### config.mk
export PLATFORM = sky130hd
export DESIGN_NAME = mdu_ctrl_flat
export DESIGN_NICKNAME = d
export VERILOG_FILES = /design/src/rtl/mdu_if.sv /design/src/rtl/mdu_ctrl.sv /design/src/flat_wrapper.sv
export SDC_FILE = /design/constraint.sdc
export NUM_CORES = 2
export LEC_CHECK = 0
export CAP_MARGIN = 40
export CELL_PAD_IN_SITES_DETAIL_PLACEMENT = 1
export CELL_PAD_IN_SITES_GLOBAL_PLACEMENT = 2
export CORE_ASPECT_RATIO = 2
export CORE_MARGIN = 8
export CORE_UTILIZATION = 45
export DETAILED_ROUTE_END_ITERATION = 10
export PLACE_DENSITY_LB_ADDON = 0.1
export SYNTH_ARGS = -nofsm -noshare
export SYNTH_HDL_FRONTEND = slang
export SYNTH_SLANG_ARGS = --single-unit
### constraint.sdc
create_clock -name clk -period 21.5 [get_ports clk]
set_input_delay 4.3 -clock clk [delete_from_list [all_inputs] [get_ports clk]]
set_output_delay 4.3 -clock clk [all_outputs]
set_load 0.02 [all_outputs]
### src/rtl/mdu_if.sv
// Handshake bundle between the EX-stage decode and the MDU controller.
// master: EX stage side (drives op/operands/flush); slave: mdu_ctrl.
interface mdu_if #(
    parameter int WIDTH = 32
);
    logic             flush_i;
    logic             op_valid_i;
    logic [2:0]       mdu_op_i;
    logic [WIDTH-1:0] src_a_i;
    logic [WIDTH-1:0] src_b_i;
    logic             stall_o;
    logic             busy_o;
    logic             hi_we_o;
    logic             lo_we_o;
    logic [WIDTH-1:0] hi_o;
    logic [WIDTH-1:0] lo_o;

    modport master (
        output flush_i, op_valid_i, mdu_op_i, src_a_i, src_b_i,
        input  stall_o, busy_o, hi_we_o, lo_we_o, hi_o, lo_o
    );

    modport slave (
        input  flush_i, op_valid_i, mdu_op_i, src_a_i, src_b_i,
        output stall_o, busy_o, hi_we_o, lo_we_o, hi_o, lo_o
    );
endinterface

### src/rtl/mdu_ctrl.sv
// Multiply/divide controller: 2-cycle registered multiply, WIDTH-cycle
// restoring divide, mthi/mtlo pass-through, HI/LO write ports.
// Ports: clk, resetn (async, active low), bus (mdu_if.slave):
//   flush_i, op_valid_i, mdu_op_i, src_a_i, src_b_i in;
//   stall_o, busy_o, hi_we_o, lo_we_o, hi_o, lo_o out.
// Option: define DIV_ZERO_FAST_EN to finish divide-by-zero in one stall cycle.
module mdu_ctrl #(
    parameter int WIDTH = 32
) (
    input logic  clk,
    input logic  resetn,
    mdu_if.slave bus
);
    localparam int CW = $clog2(WIDTH);

    localparam logic [2:0] OP_MULT  = 3'd1;
    localparam logic [2:0] OP_MULTU = 3'd2;
    localparam logic [2:0] OP_DIV   = 3'd3;
    localparam logic [2:0] OP_DIVU  = 3'd4;
    localparam logic [2:0] OP_MTHI  = 3'd5;
    localparam logic [2:0] OP_MTLO  = 3'd6;

    typedef enum logic [1:0] {
        S_IDLE,
        S_MUL,
        S_DIV,
        S_DONE
    } state_t;

    state_t           state_q, state_d;
    logic [CW-1:0]    cnt_q, cnt_d;
    logic [WIDTH-1:0] a_q, a_d;
    logic [WIDTH-1:0] b_q, b_d;
    logic [WIDTH-1:0] rem_q, rem_d;
    logic             sgn_q, sgn_d;
    logic             qneg_q, qneg_d;
    logic             rneg_q, rneg_d;
    logic [WIDTH-1:0] hi_q, hi_d;
    logic [WIDTH-1:0] lo_q, lo_d;

    logic             vld;
    logic             is_mul;
    logic             is_div;
    logic             is_sdiv;
    logic             start;
    logic             mthi_we;
    logic             mtlo_we;
    logic [WIDTH-1:0] abs_a;
    logic [WIDTH-1:0] abs_b;
    logic [WIDTH:0]   rem_sh;
    logic [WIDTH:0]   diff;
    logic             qbit;
    logic [WIDTH-1:0] rem_nx;
    logic [WIDTH-1:0] quo_nx;
    logic [2*WIDTH-1:0] ext_a;
    logic [2*WIDTH-1:0] ext_b;
    logic [2*WIDTH-1:0] prod;

    always_comb begin
        vld     = bus.op_valid_i & ~bus.flush_i;
        is_mul  = (bus.mdu_op_i == OP_MULT) | (bus.mdu_op_i == OP_MULTU);
        is_sdiv = (bus.mdu_op_i == OP_DIV);
        is_div  = is_sdiv | (bus.mdu_op_i == OP_DIVU);
        start   = vld & (is_mul | is_div) & (state_q == S_IDLE);
        mthi_we = vld & (bus.mdu_op_i == OP_MTHI) & (state_q == S_IDLE);
        mtlo_we = vld & (bus.mdu_op_i == OP_MTLO) & (state_q == S_IDLE);

        abs_a = (is_sdiv & bus.src_a_i[WIDTH-1]) ? -bus.src_a_i : bus.src_a_i;
        abs_b = (is_sdiv & bus.src_b_i[WIDTH-1]) ? -bus.src_b_i : bus.src_b_i;

        // a_q doubles as the dividend/quotient shift register.
        rem_sh = {rem_q, a_q[WIDTH-1]};
        diff   = rem_sh - {1'b0, b_q};
        qbit   = ~diff[WIDTH];
        rem_nx = qbit ? diff[WIDTH-1:0] : rem_sh[WIDTH-1:0];
        quo_nx = {a_q[WIDTH-2:0], qbit};

        // One multiplier serves both: sign-extend only for mult.
        ext_a = {{WIDTH{sgn_q & a_q[WIDTH-1]}}, a_q};
        ext_b = {{WIDTH{sgn_q & b_q[WIDTH-1]}}, b_q};
        prod  = ext_a * ext_b;
    end

    always_comb begin
        state_d = state_q;
        cnt_d   = cnt_q;
        a_d     = a_q;
        b_d     = b_q;
        rem_d   = rem_q;
        sgn_d   = sgn_q;
        qneg_d  = qneg_q;
        rneg_d  = rneg_q;
        hi_d    = hi_q;
        lo_d    = lo_q;

        unique case (state_q)
            S_IDLE: begin
                if (start) begin
                    a_d     = is_div ? abs_a : bus.src_a_i;
                    b_d     = is_div ? abs_b : bus.src_b_i;
                    sgn_d   = (bus.mdu_op_i == OP_MULT);
                    qneg_d  = is_sdiv & (bus.src_a_i[WIDTH-1] ^ bus.src_b_i[WIDTH-1]);
                    rneg_d  = is_sdiv & bus.src_a_i[WIDTH-1];
                    cnt_d   = '0;
                    rem_d   = '0;
                    state_d = is_mul ? S_MUL : S_DIV;
`ifdef DIV_ZERO_FAST_EN
                    if (is_div && bus.src_b_i == '0) begin
                        hi_d    = bus.src_a_i;
                        lo_d    = '1;
                        state_d = S_DONE;
                    end
`endif
                end
            end
            S_MUL: begin
                if (bus.flush_i) begin
                    state_d = S_IDLE;
                end else begin
                    hi_d    = prod[2*WIDTH-1:WIDTH];
                    lo_d    = prod[WIDTH-1:0];
                    state_d = S_DONE;
                end
            end
            S_DIV: begin
                if (bus.flush_i) begin
                    state_d = S_IDLE;
                end else begin
                    a_d   = quo_nx;
                    rem_d = rem_nx;
                    cnt_d = cnt_q + CW'(1);
                    if (cnt_q == CW'(WIDTH - 1)) begin
                        hi_d    = rneg_q ? -rem_nx : rem_nx;
                        lo_d    = qneg_q ? -quo_nx : quo_nx;
                        state_d = S_DONE;
                    end
                end
            end
            S_DONE: begin
                state_d = S_IDLE;
            end
            default: begin
                state_d = S_IDLE;
            end
        endcase
    end

    always_ff @(posedge clk or negedge resetn) begin
        if (!resetn) begin
            state_q <= S_IDLE;
            cnt_q   <= '0;
            a_q     <= '0;
            b_q     <= '0;
            rem_q   <= '0;
            sgn_q   <= 1'b0;
            qneg_q  <= 1'b0;
            rneg_q  <= 1'b0;
            hi_q    <= '0;
            lo_q    <= '0;
        end else begin
            state_q <= state_d;
            cnt_q   <= cnt_d;
            a_q     <= a_d;
            b_q     <= b_d;
            rem_q   <= rem_d;
            sgn_q   <= sgn_d;
            qneg_q  <= qneg_d;
            rneg_q  <= rneg_d;
            hi_q    <= hi_d;
            lo_q    <= lo_d;
        end
    end

    always_comb begin
        bus.stall_o = start | (state_q == S_MUL) | (state_q == S_DIV);
        bus.busy_o  = (state_q != S_IDLE);
        bus.hi_we_o = ((state_q == S_DONE) & ~bus.flush_i) | mthi_we;
        bus.lo_we_o = ((state_q == S_DONE) & ~bus.flush_i) | mtlo_we;
        bus.hi_o    = mthi_we ? bus.src_a_i : hi_q;
        bus.lo_o    = mtlo_we ? bus.src_a_i : lo_q;
    end
endmodule

### src/flat_wrapper.sv
// flat-port wrapper written by rule: the top's interface ports become plain ports
module mdu_ctrl_flat 
#(
    parameter int WIDTH = 32
)
  (clk, resetn, bus_flush_i, bus_op_valid_i, bus_mdu_op_i, bus_src_a_i, bus_src_b_i, bus_stall_o, bus_busy_o, bus_hi_we_o, bus_lo_we_o, bus_hi_o, bus_lo_o);
  mdu_if #(.WIDTH(WIDTH)) bus_i ();
  input logic clk;
  input logic resetn;
  input wire logic [$bits(bus_i.flush_i)-1:0] bus_flush_i;
  input wire logic [$bits(bus_i.op_valid_i)-1:0] bus_op_valid_i;
  input wire logic [$bits(bus_i.mdu_op_i)-1:0] bus_mdu_op_i;
  input wire logic [$bits(bus_i.src_a_i)-1:0] bus_src_a_i;
  input wire logic [$bits(bus_i.src_b_i)-1:0] bus_src_b_i;
  output wire logic [$bits(bus_i.stall_o)-1:0] bus_stall_o;
  output wire logic [$bits(bus_i.busy_o)-1:0] bus_busy_o;
  output wire logic [$bits(bus_i.hi_we_o)-1:0] bus_hi_we_o;
  output wire logic [$bits(bus_i.lo_we_o)-1:0] bus_lo_we_o;
  output wire logic [$bits(bus_i.hi_o)-1:0] bus_hi_o;
  output wire logic [$bits(bus_i.lo_o)-1:0] bus_lo_o;
  assign bus_i.flush_i = bus_flush_i;
  assign bus_i.op_valid_i = bus_op_valid_i;
  assign bus_i.mdu_op_i = bus_mdu_op_i;
  assign bus_i.src_a_i = bus_src_a_i;
  assign bus_i.src_b_i = bus_src_b_i;
  assign bus_stall_o = bus_i.stall_o;
  assign bus_busy_o = bus_i.busy_o;
  assign bus_hi_we_o = bus_i.hi_we_o;
  assign bus_lo_we_o = bus_i.lo_we_o;
  assign bus_hi_o = bus_i.hi_o;
  assign bus_lo_o = bus_i.lo_o;
  mdu_ctrl #(.WIDTH(WIDTH)) u_core (.clk(clk), .resetn(resetn), .bus(bus_i));
endmodule
### After elaboration in Yosys (flattened, before gate mapping)

Cells that the tools add are included.

| cells by class | value |
|---|---|
| add/subtract/negate cells | 6 |
| multipliers | 1 |
| equal/unequal tests | 15 |
| muxes and demuxes | 32 |
| bitwise logic cells | 23 |
| reductions and logical operators | 8 |

Operators by type and width:

| operator | number |
|---|---|
| $mux W32 | 19 |
| $pmux W32 S2 | 4 |
| $neg A32 Y32 | 4 |
| $mul A33 B33 Y64 | 1 |
| $sub A33 B32 Y33 | 1 |
| $and A1 B1 Y1 | 13 |
| $mux W2 | 5 |
| $mux W5 | 2 |
| $pmux W5 S2 | 1 |
| $eq A3 B3 Y1 const B | 3 |
| $pmux W2 S4 | 1 |
| $or A1 B1 Y1 | 7 |
| $eq A3 B2 Y1 const B | 2 |
| $reduce_bool A2 Y1 | 3 |
| $add A5 B1 Y5 const B | 1 |
| $eq A5 B5 Y1 const B | 1 |
| $eq A2 B2 Y1 const B | 2 |
| $ne A2 B1 Y1 const B | 2 |
| $ne A2 B2 Y1 const B | 2 |
| $reduce_and A2 Y1 | 2 |
| $reduce_and A4 Y1 | 1 |
| $eq A3 B1 Y1 const B | 1 |
| $ne A3 B2 Y1 const B | 1 |
| $reduce_and A3 Y1 | 1 |
| other kinds (4) | 5 |

| word-level totals | value |
|---|---|
| bits in registers | 170 |
| input port bits | 71 |
| output and inout port bits | 68 |
| word-level logic and storage cells | 95 |

### Depth between registers and ports, before layout

| logic depth | value |
|---|---|
| depth in word-level cells | 7 |
| depth in mapped cells | 32 |
| gate-level depth less buffers | 30 |

### Worst setup path after synthesis

Ideal clock, no wire load.

| timing path | value |
|---|---|
| kind | input-to-output |
| start | input bus_op_valid_i |
| end | output bus_hi_o[0] |
| arrival | 5594 ps |
| required time | 17200 ps |
| setup slack | 11606 ps |
| cell stages on the path | 5 |
| path buffers | 1 |
| path through | nor2b_1 -> nand3_1 -> nor2_1 -> clkbuf_1 -> mux2_2 |

| between the ends | value |
|---|---|
| word-level cells in the longest chain between the ends | 4 |

RTL lines:

| item | RTL line | RTL |
|---|---|---|
| from (decl) | flat_wrapper.sv:11 | `input wire logic [$bits(bus_i.op_valid_i)-1:0] bus_op_valid_i;` |
| $and A1 B1 Y1 | mdu_ctrl.sv:60 | `vld = bus.op_valid_i & ~bus.flush_i;` |
| $and A1 B1 Y1 (2 in a row) | mdu_ctrl.sv:65 | `mthi_we = vld & (bus.mdu_op_i == OP_MTHI) & (state_q == S_IDLE);` |
| $mux W32 | mdu_ctrl.sv:179 | `bus.hi_o = mthi_we ? bus.src_a_i : hi_q;` |
| to (decl) | flat_wrapper.sv:19 | `output wire logic [$bits(bus_i.hi_o)-1:0] bus_hi_o;` |

No other way between the ends.

### Worst setup path in the final report

| timing path | value |
|---|---|
| start | input bus_flush_i |
| end | output bus_lo_o[20] |

| between the ends | value |
|---|---|
| word-level cells in the longest chain between the ends | 5 |

RTL lines:

| item | RTL line | RTL |
|---|---|---|
| from (decl) | flat_wrapper.sv:10 | `input wire logic [$bits(bus_i.flush_i)-1:0] bus_flush_i;` |
| $not A1 Y1 | mdu_ctrl.sv:60 |  |
| $and A1 B1 Y1 | mdu_ctrl.sv:60 |  |
| $and A1 B1 Y1 (2 in a row) | mdu_ctrl.sv:66 | `mtlo_we = vld & (bus.mdu_op_i == OP_MTLO) & (state_q == S_IDLE);` |
| $mux W32 | mdu_ctrl.sv:180 | `bus.lo_o = mtlo_we ? bus.src_a_i : lo_q;` |
| to (decl) | flat_wrapper.sv:20 | `output wire logic [$bits(bus_i.lo_o)-1:0] bus_lo_o;` |

No other way between the ends.

==> out/metrics.sh <==
LAYOUT.CELL_AREA.NON_FILLER_UM2=54300
CAP_VIOLATIONS=0
SYNTHDOMINANTAREACELLTYPE='sky130_fd_sc_hd__fa_1'
CLOCK_SINK_COUNT=170
AREA_GROWTH_SYN_TO_LAYOUT_PCT=6.80
INITIAL_CORE_UTIL_PCT=45.3
SYNTH_FP_NETS=7247
DRT_FIRST_ITER_VIOLATIONS=1887
POST_SYNTH_INSTANCE_AREA_UM2=50900
CTS.CLK_SLEW.WORST_PATHS_NS=0.08
DIEAREA_UM2=125000
DRTANTENNAVIOLNETS=0
TIGHTESTPINTRANSITION_NS=0.924
POST_DP_CELL_AREA_UM2=53700
SLEW_VIOL_FINAL=0
LAYOUT-DRIVE-GT1-SHARE_PCT=4.70
POST_CTS_HOLD_BUFFER_COUNT=0
SHARE_OF_FLIP_FLOPS_WITH_AN_ASYNCHRONOUS_SET_OR_RESET_PCT=100
TIMING.CRITICAL_PATH.SLOWEST_CELL_DELAY_NS=0.57
POSTSYNTHREGISTERBITS=170
DETAILROUTE.VIA_COUNT=40183
TRITONCTS='done'
IO_BUFFER_COUNT=138
FP.COREAREA_UM2=112000
SETUP-VIOLATIONS-FINAL=0
SYNTHCELLS=5795
CRITICAL-PATH-SLOWEST-CELL='sky130_fd_sc_hd__clkdlybuf4s50_1'
VIAS_IN_THE_FIRST_GLOBAL_ROUTE=46442
AVGSYNTHCELLAREA_UM2=8.78
REGAREA_UM2=4260
ENDPOINT_TYPE_OF_THE_WORST_SETUP_PATH='output port'
GLOBAL_ROUTE.OVERFLOW_TOTAL=0
SYNTH_TOP_CELL_AREA_SHARE_PCT=44.3
SYN_WARNINGS=0
OUTCOME='finished, final reports clean'
SYNTHDISTINCTLIBCELLS=93
WL_PER_CELL_UM=25.1
REMAINING_DRC_ERRORS=0
WORSTPATHCELLLIST='clkdlybuf4s50_1 > nor2b_1 > nand3_1 > nor2_4 > buf_12 > mux2_2 > clkdlybuf4s50_1'
TOP_LEVEL_PORTS=139
CTSLONGESTPATHBUFFERS=2
FINAL_SKEW_NS=0.0148
SYNTH_SEQUENTIAL_AREA_RATIO_PCT=8.36
CRIT_REQUIRED_NS=17.20
FILLERINSTANCES=13315
HPWL_UM=147000
RATIO_OF_ROUTED_VIAS_TO_STANDARD_CELLS=5.56
CRITICAL_PATH_FANOUT_MAX=29
CTS.REPAIR_TIMING.SETUP_BUFFER_COUNT=0
NUMBER_OF_ANTENNA_VIOLATIONS_AT_THE_FIRST_CHECK_IN_GLOBAL_ROUTING=10
POSTROUTEWIRELENGTH_UM=181000
YOSYS-TOP-CELLS-AREA='sky130_fd_sc_hd__fa_1 (44%), sky130_fd_sc_hd__inv_1 (8.6%), sky130_fd_sc_hd__dfrtp_1 (8.4%), sky130_fd_sc_hd__nand2_1 (7.0%), sky130_fd_sc_hd__ha_1 (6.3%)'
TIMING.CRITICAL_PATH.MODE_CELL='sky130_fd_sc_hd__clkdlybuf4s50_1'
CTS_BUFFERS=17
SYNTH_EDF_COUNT=0
DIEHEIGHT_UM=492
CLOCK.FMAX_MHz=90.6
FIN_SETUP_TNS_NS=0
LARGEST_NET_DEGREE_AT_THE_START_OF_GLOBAL_ROUTING=93
GR-USAGE-ALL-LAYERS_PCT=29.8
DR.PASS1.ITERS=7
MIN-DELAY-PATH-CLASS='register to register'
GPL.FINAL_WEIGHTED_CONGESTION=0.937
SETUP.WORST_PATH.START_CLASS='primary input'
MOST_INSTANTIATED_FLIP_FLOP_CELL_IN_THE_SYNTHESIS_NETLIST='sky130_fd_sc_hd__dfrtp_1'
RSZ0062_AT_GRT='no'
CLOCK_LATENCY_LATE_SINK_NS=0.47
NUMBER_OF_HOLD_SLACK_VIOLATIONS_IN_THE_FINAL_TIMING_REPORT=0
GRT_PASS1_WL_UM=280000
LAYOUT_WORST_PATH_CYCLE_SHARE_PCT=51.3
FINAL_NET_COUNT=7159
MULTI_INPUT_COMB_AREA_UM2=41000
FLOORPLAN.ROWS=174
WORST_SLEW_MARGIN_REL_PCT=38.4
CLOCKROOTBUFFER='sky130_fd_sc_hd__clkbuf_16'
CTS.HTREE.LEVELS=4
TIMING.FINAL.CRIT_PERIOD_NS=11.03
CTS-RESIZED-GATES=0
CRITPATHKIND='primary input to output port'
CRITICAL_PATH_ARRIVAL_NS=6.73
CHIPWIDTH_UM=254
==> final cells by class <==
| class | instances | share of cell area, % |
|---|---|---|
| timing repair buffer | 236 | 4.14 |
| clock buffer | 17 | 0.783 |
| sequential | 170 | 7.83 |
| multi-input combinational | 4111 | 75.4 |
| clock inverter | 15 | 0.320 |
| tap | 1496 | 3.44 |
| antenna | 5 | 0.0230 |
| inverter | 1171 | 8.09 |
==> state kept, by name (all words and copies together) (netlist names) <==
name	count
u_core.rneg_q	1
u_core.qneg_q	1
u_core.state_q	2
u_core.sgn_q	1
u_core.hi_q	32
u_core.b_q	32
u_core.rem_q	32
u_core.a_q	32
u_core.cnt_q	5
u_core.lo_q	32
==> path summary, 6_finish.rpt <==
check | startpoint | end | slack (ns) | cells past startpoint
max | bus_flush_i | bus_lo_o[20] | 10.47 | 7
min | u_core.b_q[19] | u_core.b_q[19] | 0.49 | 2
max reg2reg | u_core.sgn_q | u_core.hi_q[27] | 10.84 | 33
min reg2reg | u_core.b_q[19] | u_core.b_q[19] | 0.49 | 2
max in group asynchronous | resetn | u_core.b_q[27] | 16.45 | 2
min in group asynchronous | resetn | u_core.a_q[6] | 3.75 | 1
==> kinds of logic (layout without fill, tap and decap cells) <==
| kind of cell | Yosys count | count (layout) | share of synthesized area [%] |
|---|---|---|---|
| AND/OR/NAND/NOR | 1740 | 1740 | 15.7 |
| AO/OA/AOI/OAI | 682 | 682 | 8.40 |
| multiplexers | 99 | 99 | 2.12 |
| other | 0 | 5 | 0 |
| buffers and inverters | 1514 | 1439 | 11.2 |
| XOR/XNOR | 209 | 209 | 3.60 |
| flip-flops | 170 | 170 | 8.36 |
| adder cells (fa/ha/maj) | 1381 | 1381 | 50.6 |
==> cells in the final DEF, fill, tap and decap left out, drive strengths merged, types with 17 or more instances in the layout <==
cell type      Yosys  routed
and2             335     335
nand2b            25      25
a31oi             17      17
nand2            944     944
ha               255     255
or2               17      17
fa              1126    1126
a21oi            195     195
and3              35      35
mux2i             32      32
o31ai             20      20
buf               56      98
a21o              41      41
dfrtp            170     170
xnor2            118     118
nor2             207     207
nand3             40      40
or3               19      19
clkdlybuf4s50      0     137
clkbuf           287      18
inv             1170    1179
nor3              49      49
mux2              67      67
o21ai            249     249
xor2              91      91
==> metal layers <==
| layer | global-route usage (%) | share of wire (%) |
|---|---|---|
| met1 | 33.2 | 36 |
| met2 | 57.3 | 56 |
| met3 | 2.25 | 3.1 |
| met4 | 12.0 | 4.8 |
| met5 | 0 | 0.015 |
==> metrics by stage <==
| step | std cells | utilization, % | worst slack, ns | hold WS (ns) |
|---|---|---|---|---|
| after floorplan | 5795 | - | 11.61 | 0.446 |
| after global placement | 7173 | 47.6 | 10.11 | 0.463 |
| after detailed placement | 7184 | 47.8 | 10.45 | 0.471 |
| after CTS | 7216 | 48.4 | 10.44 | 0.489 |
| after global routing | 7216 | 48.4 | 10.32 | 0.517 |
| final | 7221 | 48.4 | 10.47 | 0.487 |
==> critical path: cells and delay by family <==
kind | cells | cell delay (ns)
buffers and inverters | 3 | 1.28
muxes | 1 | 0.36
and+or+nand+nor | 3 | 0.76
==> Yosys cell counts (17+ instances only) <==
library cell,number
sky130_fd_sc_hd__a21oi_1,189
sky130_fd_sc_hd__o21ai_0,238
sky130_fd_sc_hd__nor3_1,48
sky130_fd_sc_hd__xor2_1,91
sky130_fd_sc_hd__inv_1,1169
sky130_fd_sc_hd__a21o_1,40
sky130_fd_sc_hd__a31oi_1,17
sky130_fd_sc_hd__or3_1,19
sky130_fd_sc_hd__ha_1,255
sky130_fd_sc_hd__and3_1,35
sky130_fd_sc_hd__mux2_2,67
sky130_fd_sc_hd__o31ai_1,20
sky130_fd_sc_hd__dfrtp_1,170
sky130_fd_sc_hd__fa_1,1126
sky130_fd_sc_hd__xnor2_1,118
sky130_fd_sc_hd__clkbuf_1,286
sky130_fd_sc_hd__and2_1,335
sky130_fd_sc_hd__nand2_1,943
sky130_fd_sc_hd__nor2_1,205
sky130_fd_sc_hd__mux2i_1,31
sky130_fd_sc_hd__buf_1,45
sky130_fd_sc_hd__nand3_1,40
sky130_fd_sc_hd__nand2b_1,24
Power is not shown: default switching activity piles up to over one toggle a cycle in this logic, so the estimate is an artifact.
